==> src/rtl/mem_access_unit.sv <==
// MEM-stage data-memory access unit: req/ready bus handshake, pipeline stall, load align/extend.
// Optional BUSY watchdog enabled by defining MEM_TIMEOUT_EN.
module mem_access_unit #(
  parameter int unsigned TIMEOUT_CYCLES = 16
) (
  input  logic        clock,
  input  logic        reset,
  input  logic        mem_read_in,
  input  logic        mem_write_in,
  input  logic [2:0]  funct3_in,
  input  logic [31:0] alu_result_in,
  input  logic [31:0] write_data_in,
  input  logic [4:0]  reg_rd_in,
  input  logic        mem_to_reg_in,
  input  logic        reg_write_in,
  output logic        dmem_req,
  output logic        dmem_we,
  output logic [31:0] dmem_addr,
  output logic [31:0] dmem_wdata,
  output logic [3:0]  dmem_wstrb,
  input  logic [31:0] dmem_rdata,
  input  logic        dmem_ready,
  output logic        stall,
  output logic        mem_to_reg_out,
  output logic        reg_write_out,
  output logic [31:0] read_data_out,
  output logic [31:0] alu_result_out,
  output logic [4:0]  reg_rd_out,
  output logic        fault_out
);
  typedef enum logic {IDLE, BUSY} state_t;

  state_t      state, state_nxt;
  logic        access, fault, accept, timeout;
  logic [3:0]  wstrb_d;
  logic [31:0] wdata_d;
  logic [29:0] addr_q;
  logic [1:0]  off_q;
  logic [2:0]  f3_q;
  logic        we_q;
  logic [31:0] wdata_q;
  logic [3:0]  wstrb_q;
  logic [7:0]  byte_sel;
  logic [15:0] half_sel;
  logic [31:0] load_fmt;

  assign access = mem_read_in | mem_write_in;
  assign accept = (state == IDLE) && access && !fault;

  always_comb begin
    fault = 1'b0;
    if (access) begin
      if (mem_read_in && mem_write_in) fault = 1'b1;
      else begin
        case (funct3_in)
          3'b000:  fault = 1'b0;
          3'b001:  fault = alu_result_in[0];
          3'b010:  fault = |alu_result_in[1:0];
          3'b100:  fault = mem_write_in;
          3'b101:  fault = mem_write_in | alu_result_in[0];
          default: fault = 1'b1;
        endcase
      end
    end
  end

  always_comb begin
    wstrb_d = 4'b0000;
    wdata_d = write_data_in;
    if (mem_write_in) begin
      case (funct3_in[1:0])
        2'b00: begin
          wstrb_d = 4'b0001 << alu_result_in[1:0];
          wdata_d = {4{write_data_in[7:0]}};
        end
        2'b01: begin
          wstrb_d = 4'b0011 << alu_result_in[1:0];
          wdata_d = {2{write_data_in[15:0]}};
        end
        default: wstrb_d = 4'b1111;
      endcase
    end
  end

  always_ff @(posedge clock or negedge reset) begin
    if (!reset) begin
      addr_q  <= '0;
      off_q   <= '0;
      f3_q    <= '0;
      we_q    <= 1'b0;
      wdata_q <= '0;
      wstrb_q <= '0;
    end else if (accept) begin
      addr_q  <= alu_result_in[31:2];
      off_q   <= alu_result_in[1:0];
      f3_q    <= funct3_in;
      we_q    <= mem_write_in;
      wdata_q <= wdata_d;
      wstrb_q <= wstrb_d;
    end
  end

`ifdef MEM_TIMEOUT_EN
  localparam int unsigned CNT_W = $clog2(TIMEOUT_CYCLES + 1);
  logic [CNT_W-1:0] to_cnt;

  always_ff @(posedge clock or negedge reset) begin
    if (!reset)                                 to_cnt <= '0;
    else if (accept)                            to_cnt <= '0;
    else if (state == BUSY && !dmem_ready)      to_cnt <= to_cnt + 1'b1;
  end

  assign timeout = (state == BUSY) && !dmem_ready && (to_cnt == CNT_W'(TIMEOUT_CYCLES - 1));
`else
  logic unused_timeout_cfg;
  assign unused_timeout_cfg = (TIMEOUT_CYCLES == 0);
  assign timeout = 1'b0;
`endif

  always_comb begin
    case (off_q)
      2'd0:    byte_sel = dmem_rdata[7:0];
      2'd1:    byte_sel = dmem_rdata[15:8];
      2'd2:    byte_sel = dmem_rdata[23:16];
      default: byte_sel = dmem_rdata[31:24];
    endcase
    half_sel = off_q[1] ? dmem_rdata[31:16] : dmem_rdata[15:0];
    case (f3_q)
      3'b000:  load_fmt = {{24{byte_sel[7]}}, byte_sel};
      3'b001:  load_fmt = {{16{half_sel[15]}}, half_sel};
      3'b100:  load_fmt = {24'd0, byte_sel};
      3'b101:  load_fmt = {16'd0, half_sel};
      default: load_fmt = dmem_rdata;
    endcase
  end

  always_ff @(posedge clock or negedge reset) begin
    if (!reset) state <= IDLE;
    else        state <= state_nxt;
  end

  always_comb begin
    state_nxt = state;
    case (state)
      IDLE: if (accept) state_nxt = BUSY;
      BUSY: if (dmem_ready || timeout) state_nxt = IDLE;
      default: state_nxt = IDLE;
    endcase
  end

  always_comb begin
    dmem_req       = (state == BUSY);
    dmem_we        = (state == BUSY) && we_q;
    dmem_wstrb     = (state == BUSY) ? wstrb_q : 4'b0000;
    dmem_addr      = {addr_q, 2'b00};
    dmem_wdata     = wdata_q;
    stall          = 1'b0;
    fault_out      = 1'b0;
    reg_write_out  = 1'b0;
    read_data_out  = '0;
    mem_to_reg_out = mem_to_reg_in;
    alu_result_out = alu_result_in;
    reg_rd_out     = reg_rd_in;
    case (state)
      IDLE: begin
        if (fault)       fault_out = 1'b1;
        else if (access) stall = 1'b1;
        else             reg_write_out = reg_write_in;
      end
      BUSY: begin
        if (dmem_ready) begin
          reg_write_out = reg_write_in;
          read_data_out = load_fmt;
        end else if (timeout) fault_out = 1'b1;
        else                  stall = 1'b1;
      end
      default: ;
    endcase
    // Reset is asynchronous; the pipeline-facing controls must drop with it.
    if (!reset) begin
      dmem_req      = 1'b0;
      dmem_we       = 1'b0;
      dmem_wstrb    = 4'b0000;
      stall         = 1'b0;
      fault_out     = 1'b0;
      reg_write_out = 1'b0;
    end
  end
endmodule

==> config.mk <==
export PLATFORM = sky130hd
export DESIGN_NAME = mem_access_unit
export DESIGN_NICKNAME = d
export VERILOG_FILES = /design/src/rtl/mem_access_unit.sv
export SDC_FILE = /design/constraint.sdc
export NUM_CORES = 1
export LEC_CHECK = 0
export CORE_MARGIN = 2
export CORE_UTILIZATION = 43
export CTS_BUF_LIST = sky130_fd_sc_hd__clkbuf_8
export CTS_CLUSTER_DIAMETER = 200
export DETAILED_ROUTE_END_ITERATION = 8
export PLACE_DENSITY = 0.92
export SYNTH_ARGS = -nofsm -noshare
export SYNTH_HDL_FRONTEND = slang
export SYNTH_SLANG_ARGS = --single-unit
==> constraint.sdc <==
create_clock -name clock -period 4.3 [get_ports clock]
set_input_delay 0.86 -clock clock [delete_from_list [all_inputs] [get_ports clock]]
set_output_delay 0.86 -clock clock [all_outputs]
set_load 0.1 [all_outputs]
==> summary.txt <==
Outcome
  • Status: completed

Detailed routing
  • Final WL: 13300 µm
  • Routed WL per cell: between 15 and 20 µm
  • Post-DRT Antenna Nets: 0
  • Vias: ~3.7k
  • Iteration-0 DRC count of the detailed router: between 150 and 200
  • Via/cell ratio: around 5.2
  • Pre-antenna DRT Iters: 4
  • # DRC: 0

STA
  • Fin. max-slew vios: 0
  • Slew headroom: 28.7%
  • Final Skew: roughly 0.010 ns
  • Slew @ Worst Pin: approximately 1.1 ns
  • Final Critical Period: around 3.8 ns
  • Fmax: 266 MHz
  • Hold Fails Final Rpt: 0
  • Period utilisation layout: between 80 and 90%
  • Setup violators final: 0
  • RSZ-0062 raised after global routing: no
  • Sum Neg Setup Slack: 0 ns

Floorplanning
  • Die height: between 100 and 150 µm
  • Core Region: a little over 10000 µm²
  • Die area: approximately 11000 µm²
  • Row count: 37
  • I/O Pins: about 250
  • Die Width: between 100 and 150 µm
  • Initial Utilization: between 40% and 50%

GRT
  • Largest net degree at the start of global routing: between 50 and 60
  • GRT Residual Overflow: 0
  • Initial antenna violation count: 0
  • Vias in the first global route: 3894
  • Total global-route track usage: 23.3%
  • First-pass GRT wire length: between 20000 and 25000 µm

Logic synthesis
  • Area contributors post-synth: dfrtp_1 (40%), mux2_4 (18%), mux2_2 (15%)
  • Register area share after synthesis: between 30% and 40%
  • Post-Syn Instances: 381
  • Ys Warns: 0
  • Post-synth top area cell: dfrtp_1
  • Number of synthesized flops with an enable pin: 0
  • Synth unique cells: 38
  • FF+latch count, synth: between 70 and 80
  • Syn Area/Cell: 12.0 µm²
  • Share of the synthesized area in the top cell type: between 30 and 40%
  • FFs w/ async S/R, synth: 100%
  • Most used DFF post-synth: dfrtp_1
  • Netlist Area Pre-Place: between 4000 and 5000 µm²

Final layout
  • Share of cells above drive strength 1: between 30% and 40%
  • Final Cell Area: about 7000 µm²
  • Diodes inserted: 0
  • Commonest non-fill, non-tap cells in the layout: clkdlybuf4s50_1 (165), dfrtp_1 (73), buf_4 (62), mux2_2 (61), mux2_4 (55)
  • Finished Core Util: 67.5%
  • Layout Cells excl Fill: 710
  • Fillers: between 700 and 800
  • Layout Nets: approximately 680
  • Commonest non-fill, non-tap cell in the layout: clkdlybuf4s50_1
  • Area Growth Syn to Fin: 52.2%

Setup path
  • CP peak stage delay: between 0.5 and 0.6 ns
  • Crit path launch: dmem_rdata[31]
  • Critical Path RT: roughly 3.4 ns
  • R2R Path Start: state$_DFF_PN0_
  • Worst Setup End Kind: output pin
  • CP Class: in2out
  • Slowest CP cell: mux4_2
  • Top Family by Delay on Critical Path: simple AND/OR/NAND/NOR gates
  • CP Launch Type: input pin
  • Crit path DAT: 2.89 ns
  • Crit-path max FO: 16
  • CP bufs+invs: 2
  • Critical Path, Cell by Cell: clkdlybuf4s50_1, mux4_2, nand3b_1, nand3_1, buf_12

Clock tree
  • Post-CTS Setup Bufs: 0
  • CTS tree: built
  • CTS sink cnt: 73
  • TritonCTS buffer count: 9
  • Post-CTS Hold Buffers: 0
  • Clock Pin Slew Worst Setup and Hold Paths: 0.08 ns
  • Resized cells post-CTS: 0
  • H-tree depth: 3
  • Root buffer cell: clkbuf_8
  • Worst skew pair latency: 0.36 ns
  • Clock Tree Buf Depth: 2

Power and ir drop
  • Leak: roughly 3.2 nW
  • Maximum vdd drop: between 0.5 and 0.6 mV
  • P per Cell Area: approximately 640 nW/µm²

Flow run
  • Max-cap check violation count: 0

Place
  • Placed wire-length estimate: roughly 10000 µm
  • Buffers on Ports: between 200 and 250
  • Placed cell areas: approximately 6800 µm²
  • DP Cell Count: 695
  • Final GP Congestion: about 0.88

Hold path
  • Hold/Removal Path Class: in2async
metrics by stage:
| stage | setup slack [ns] | total power [mW] | hold slack, ns |
|---|---|---|---|
| 2_1_floorplan | -0.154 | 3.27 | 0.473 |
| 3_3_place_gp | 0.645 | 3.91 | 0.486 |
| 3_5_place_dp | 0.589 | 3.94 | 0.492 |
| 4_1_cts | 0.583 | 4.46 | 0.394 |
| 5_1_grt | 0.399 | 4.59 | 0.408 |
| 6_report | 0.547 | 4.44 | 0.399 |
power by group:
group	switching [mW]	internal, mW	leakage [nW]
combinational	2.04	0.828	2.26
clock	0.261	0.239	0.0956
sequential	0.179	0.889	0.863
worst reg2reg max path, delay by kind of cell (launching register included):
kind                   cells  cell delay, ns
buffers and inverters      2            1.17
AO/OA/AOI/OAI              2            0.33
multiplexers               1            0.43
flip-flops                 1            0.54
state kept, by name, indices dropped and copies added, names as in the netlist:
register,cells
off_q,2
wstrb_q,4
f3_q,3
we_q,1
state,1
addr_q,30
dmem_wdata,32
cells by family after synthesis:
group	count (synthesis)	synth area share, %
multiplexers	121	34.4
buffers and inverters	80	11.0
flip-flops	73	39.9
AND/OR/NAND/NOR	67	7.76
AO/OA/AOI/OAI	39	6.83
other	1	0.0819
layout make-up:
class | instances | area, µm² | area share, %
clock buffer | 11 | 151 | 2.17
inverter | 12 | 45.0 | 0.647
timing repair buffer | 245 | 2480 | 35.6
clock inverter | 4 | 27.5 | 0.395
sequential | 73 | 1830 | 26.2
tap | 136 | 170 | 2.44
multi-input combinational | 229 | 2270 | 32.6
synthesized netlist by cell type, types with 4 or more instances:
library cell / n
dfrtp_1: 73
mux2_2: 61
mux2_4: 55
buf_4: 41
nand2_1: 21
nand3_1: 16
clkbuf_1: 15
inv_1: 12
nand2b_1: 10
a21oi_1: 9
a221oi_1: 8
and3_1: 8
o221a_2: 7
buf_6: 6
buf_2: 4
mux2i_1: 4
o21ai_0: 4
path summary, 6_finish.rpt:
path	end	slack, ns	depth (start not counted)
worst max-delay path	read_data_out[24]	0.55	5
worst min-delay path	dmem_wdata[24]$_DFFE_PN0P_	0.40	1
worst max register to register	dmem_wdata[13]$_DFFE_PN0P_	1.71	5
worst min register to register	addr_q[20]$_DFFE_PN0P_	0.51	1
max in group asynchronous	addr_q[29]$_DFFE_PN0P_	2.93	2
min in group clock	addr_q[20]$_DFFE_PN0P_	0.51	1
routing by layer:
layer  track usage [%]  part of all wire, %
met1              26.3                   38
met2              40.3                   49
met3              8.15                   10
met4              9.00                  3.2
met5                 0                    0
(Power assumes the default switching activity.)
